$ cat src/rtl/out_port_fifo.sv
// ----------------------------------------------------------------------------
// out_port_fifo
//
// Output-port buffer after the write-back stage. Each retiring OUT
// instruction's value goes into a first-word-fall-through FIFO. The FIFO
// drains to the display/serial consumer over a valid/ready handshake. The
// most recently accepted value is held for the 7-segment display. stall asks
// the CPU to withhold its clock enable while the buffer is full.
//
// Optional feature macro: OUT_TIMESTAMP_EN
//   When defined, a 16-bit free-running cycle counter is sampled into each
//   entry at push time. The sample is presented on rd_ts alongside rd_data.
//
// Ports
//   clk        system clock, rising edge
//   rst        asynchronous reset, active-high
//   wr_valid   WB stage retires an OUT instruction this cycle
//   wr_data    value to output
//   full       occupancy == DEPTH
//   stall      hold request for CPU ce (equals full)
//   rd_valid   FIFO non-empty, rd_data valid
//   rd_ready   consumer accepts rd_data this cycle
//   rd_data    head entry (0 while empty)
//   last_data  last accepted wr_data
//   count      occupancy 0..DEPTH
//   overflow   sticky flag: a write was dropped
//   clr_ovf    clears overflow (a concurrent drop wins)
//   rd_ts      head entry timestamp (OUT_TIMESTAMP_EN only, 0 while empty)
// ----------------------------------------------------------------------------
module out_port_fifo #(
    parameter int DATA_W = 16,
    parameter int DEPTH  = 8,
    parameter int AW     = 3
) (
    input  logic              clk,
    input  logic              rst,
    input  logic              wr_valid,
    input  logic [DATA_W-1:0] wr_data,
    output logic              full,
    output logic              stall,
    output logic              rd_valid,
    input  logic              rd_ready,
    output logic [DATA_W-1:0] rd_data,
    output logic [DATA_W-1:0] last_data,
    output logic [AW:0]       count,
    output logic              overflow,
`ifdef OUT_TIMESTAMP_EN
    output logic [15:0]       rd_ts,
`endif
    input  logic              clr_ovf
);

    localparam logic [AW:0] FULL_CNT = (AW+1)'(DEPTH);

    logic [DATA_W-1:0] mem [DEPTH];
    logic [AW-1:0]     rd_ptr;
    logic [AW-1:0]     wr_ptr;
    logic              push;
    logic              pop;
    logic              drop;

    // Status flags come from registered count only, so there is no
    // combinational path from rd_ready to rd_valid or stall.
    assign full     = (count == FULL_CNT);
    assign stall    = full;
    assign rd_valid = (count != '0);

    assign pop  = rd_valid & rd_ready;
    // A full FIFO still accepts a write when the head leaves the same cycle.
    assign push = wr_valid & (~full | pop);
    assign drop = wr_valid & full & ~pop;

    assign rd_data = rd_valid ? mem[rd_ptr] : '0;

    // Storage array is not reset; stale contents are masked by rd_valid.
    always_ff @(posedge clk) begin
        if (push) begin
            mem[wr_ptr] <= wr_data;
        end
    end

    always_ff @(posedge clk or posedge rst) begin
        if (rst) begin
            rd_ptr    <= '0;
            wr_ptr    <= '0;
            count     <= '0;
            overflow  <= 1'b0;
            last_data <= '0;
        end else begin
            if (push) begin
                wr_ptr    <= wr_ptr + 1'b1;
                last_data <= wr_data;
            end
            if (pop) begin
                rd_ptr <= rd_ptr + 1'b1;
            end
            unique case ({push, pop})
                2'b10:   count <= count + 1'b1;
                2'b01:   count <= count - 1'b1;
                default: count <= count;
            endcase
            if (drop) begin
                overflow <= 1'b1;
            end else if (clr_ovf) begin
                overflow <= 1'b0;
            end
        end
    end

`ifdef OUT_TIMESTAMP_EN
    logic [15:0] ts_cnt;
    logic [15:0] ts_mem [DEPTH];

    always_ff @(posedge clk or posedge rst) begin
        if (rst) begin
            ts_cnt <= '0;
        end else begin
            ts_cnt <= ts_cnt + 16'd1;
        end
    end

    always_ff @(posedge clk) begin
        if (push) begin
            ts_mem[wr_ptr] <= ts_cnt;
        end
    end

    assign rd_ts = rd_valid ? ts_mem[rd_ptr] : '0;
`endif

endmodule
$ cat config.mk
export PLATFORM = sky130hd
export DESIGN_NAME = out_port_fifo
export DESIGN_NICKNAME = d
export VERILOG_FILES = /design/src/rtl/out_port_fifo.sv
export SDC_FILE = /design/constraint.sdc
export NUM_CORES = 1
export LEC_CHECK = 0
export ABC_AREA = 1
export BUFFER_PORTS_ARGS = -buffer_cell sky130_fd_sc_hd__buf_2
export CORE_ASPECT_RATIO = 0.7
export CORE_MARGIN = 1
export CORE_UTILIZATION = 55
export CTS_BUF_LIST = sky130_fd_sc_hd__clkbuf_8
export DETAILED_ROUTE_END_ITERATION = 8
export GPL_ROUTABILITY_DRIVEN = 1
export GPL_TIMING_DRIVEN = 0
export PLACE_DENSITY = 0.78
export SLEW_MARGIN = 20
export SYNTH_ARGS = -nofsm -noshare
export SYNTH_HDL_FRONTEND = slang
export SYNTH_SLANG_ARGS = --single-unit
$ cat constraint.sdc
create_clock -name clk -period 2.3 [get_ports clk]
set_input_delay 0.345 -clock clk [delete_from_list [all_inputs] [get_ports clk]]
set_output_delay 0.345 -clock clk [all_outputs]
set_load 0.03 [all_outputs]
==> run_results.csv <==
group,metric,value,unit
cts,cts_buffers,17,
logic_synthesis,synth_area_per_cell,12.07,sq um
global_routing,grt_pass1_wl,23.70,mm
routing,vias,4613,
cts,clkSinkCount,155,
setup_path,r2r-end,"mem[2][4]$_DFFE_PP_",
sta,min_period,2.439,ns
final_layout,antenna_cells,0,
min_path,hp-class,"in -> async",
placed_design,port_buffers,60,
sta,setup_viol_count_final,16,
setup_path,critPathSlowestCell,"dfrtp_1",
setup_path,crit_path_max_fanout,8,
setup_path,cp_top_family,"buffers and inverters",
floorplan,die_x,129.8,um
setup_path,cpPeakStageDelay,0.43,ns
setup_path,required,1.96,ns
logic_synthesis,yosys.cell_types.count,25,
power,powerDensity,1452,mW/mm^2
sta,period_share,1.060,
final_layout,fin_cells,781,
final_layout,nFillCells,753,
power,leakagePower,0.002971,uW
logic_synthesis,syn_area,0.006290,sq mm
logic_synthesis,yosys_warnings,0,
routing,ant_nets,0,
sta,maxSlewViolCount,0,
sta,skew,0.009617,ns
routing,routed_wl,15.94,mm
routing,dr.first_iter.drc_count,777,
global_routing,antenna_found_initial,0,
placed_design,placed_area,0.006937,sq mm
cts,clk_latency,0.45,ns
power,fin_total_pwr,11240,uW
setup_path,path_depth,9,
setup_path,reg2reg_slack,0.08,ns
cts,cts_tree,"yes",
global_routing,grt_usage,0.2840,
sta,slew_headroom,0.5660,
sta,rsz0062_at_grt,"true",
global_routing,grt.overflow.total,0,
floorplan,io_pins,61,
cts,htreeDepth,4,
final_layout,area_growth,23.10,%
floorplan,core_area,0.01109,sq mm
final_layout,design_area,0.007742,sq mm
routing,wl_per_cell,20.41,um
setup_path,crit_arrival,2.09,ns
sta,hold_viol_final,27,
logic_synthesis,ys_seq_area_frac,0.7185,
global_routing,grt_max_degree,28,
sta,finalWorstSetupSlack,-0.1387,ns
setup_path,crit_type,"reg -> out",
placed_design,dp_hpwl,10.23,mm
floorplan,die_h,91.47,um
logic_synthesis,synth.net_count,545,
sta,whs,-0.03944,ns
setup_path,cp-start-kind,"flip-flop",
cts,clockBufferDepth,2,
cts,path_clk_slew,0.09,ns
setup_path,reg2reg_from,"count[0]$_DFFE_PP0P_",
setup_path,reg2reg_depth,8,
job,cap_violations,0,
final_layout,nNetsFinal,639,
logic_synthesis,syn_inst,521,
sta,worstMarginPinSlew,0.6509,ns
outcome,violations,"hold timing, setup timing",
cts,cts_hold_buf,0,
setup_path,endpoint_kind,"output port",
floorplan,dieArea,0.01187,sq mm
cts,root_buffer,"clkbuf_8",
global_routing,grt_pass1_vias,4325,
routing,via_per_inst,5.907,
power,vdd_ir_drop_max,0.0007508,V
final_layout,layout-drive-gt1-share,0.2882,
placed_design,placed_cells,742,
sta,max_freq,410.1,MHz
routing,drc,0,
setup_path,path_buf_inv,5,
floorplan,start_util,0.5671,
outcome,status,"complete, but fails checks",
placed_design,routabilityCongestion,0.8432,
floorplan,rows,32,
routing,dr.pass1.iters,9,
logic_synthesis,ys_ff_latch,155,
setup_path,crit_chain,"buf_6, inv_6, buf_12, buf_12, nor2_4, o32ai_2, nor2_1, nor2_1, buf_4",
[synth_stat cells, drive strengths merged]
cell,count,area (sq um)
ha,3,37.54
edfxtp,128,3844
nor4,1,21.27
xor2,5,51.30
nand3,6,30.03
o211ai,1,7.510
xnor2,1,8.760
buf,18,108.9
or2,1,8.760
inv,16,60.05
nor2,139,521.8
o22ai,1,6.260
nand4,2,12.51
o32ai,32,280.3
o21ai,52,260.3
dfrtp,27,675.7
nand2,76,310.3
clkbuf,12,45.04
[worst max path at each step]
stage                          startpoint             endpoint
finish              rd_ptr[0]$_DFFE_PP0N_           rd_data[5]
global route        rd_ptr[0]$_DFFE_PP0N_          rd_data[10]
CTS                 rd_ptr[0]$_DFFE_PP0N_           rd_data[5]
detailed placement   count[0]$_DFFE_PP0P_  mem[3][7]$_DFFE_PP_
global placement     count[0]$_DFFE_PP0P_  mem[0][7]$_DFFE_PP_
floorplan            count[0]$_DFFE_PP0P_  mem[4][0]$_DFFE_PP_
[kinds of logic (layout without fill, tap and decap cells)]
family | count (synthesis) | after routing | share of synthesized area
AOI/OAI and AO/OA | 86 | 86 | 0.08813
xor gates and xnor gates | 6 | 6 | 0.009549
adders and majority gates | 3 | 3 | 0.005968
buffers and inverters | 46 | 153 | 0.03401
DFF | 155 | 155 | 0.7185
and+or+nand+nor | 225 | 225 | 0.1438
[repair_timing]
item,CTS,global route
pin swaps,11,6
resized for setup,75,31
setup endpoints to repair,39,36
setup buffers,6,0
cloned,2,0
[state kept, by name, summed over array words and instances (netlist names)]
| name | cells |
|---|---|
| overflow | 1 |
| count | 4 |
| last_data | 16 |
| wr_ptr | 3 |
| rd_ptr | 3 |
| mem | 128 |
[report_power, final]
| part | total, uW | internal [uW] | leakage (uW) | switching, uW |
|---|---|---|---|---|
| clock network | 2250 | 1210 | 0.000205 | 1040 |
| registers | 3760 | 3510 | 0.00149 | 246 |
| logic | 5230 | 1900 | 0.00128 | 3320 |
| total | 11200 | 6630 | 0.00297 | 4610 |
[layout by cell type, fill, tap and decap left out, types with 3 or more instances in the layout]
cell type / synthesis / final
o32ai_2: 0 / 10
nor2_2: 0 / 15
inv_6: 0 / 3
dfrtp_2: 0 / 4
clkbuf_2: 0 / 4
bufinv_16: 0 / 4
clkbuf_8: 0 / 19
xor2_1: 4 / 4
buf_2: 9 / 48
dfrtp_1: 27 / 23
buf_4: 6 / 22
nor2_4: 0 / 4
nor2_1: 139 / 120
buf_12: 0 / 3
buf_8: 0 / 7
o32ai_1: 32 / 22
ha_1: 3 / 3
nand2_1: 70 / 70
inv_1: 15 / 14
nand2_2: 4 / 4
clkbuf_4: 0 / 6
o21ai_1: 0 / 16
clkinvlp_4: 0 / 6
edfxtp_1: 128 / 128
buf_6: 1 / 12
o21ai_0: 52 / 35
nand3_1: 6 / 6
[area by class of cell]
| class | count | area, sq um | area share |
|---|---|---|---|
| Clock buffer | 18 | 247.7 | 0.03200 |
| Buffer | 29 | 262.8 | 0.03394 |
| Tap cell | 153 | 191.4 | 0.02473 |
| Multi-Input combinational cell | 320 | 1703 | 0.2199 |
| Clock inverter | 14 | 195.2 | 0.02521 |
| Sequential cell | 155 | 4524 | 0.5844 |
| Timing Repair Buffer | 76 | 553.0 | 0.07143 |
| Inverter | 16 | 65.06 | 0.008403 |
[metrics by stage]
stage	TNS (ns)	setup WS [ns]	util	hold slack, ns
after CTS	-1.128	-0.1195	0.6889	0.06861
final	-1.325	-0.1387	0.6981	-0.03944
after floorplan	-15.03	-0.1187	-	0.3977
after detailed placement	-0.5906	-0.04115	0.6255	0.4625
after global placement	-76.33	-0.6621	0.6135	0.4575
after global routing	-2.541	-0.1770	0.6981	0.003552
[metal layers]
metal / routed length, um / GRT usage / vias up
met5: 0 / 0 / -
li1: - / - / 2021
met3: 1810 / 0.07071 / 39
met1: 6347 / 0.4049 / 2225
met2: 7392 / 0.4229 / 328
met4: 394 / 0.1076 / 0
Note: power is estimated with default switching activity, not from simulation.
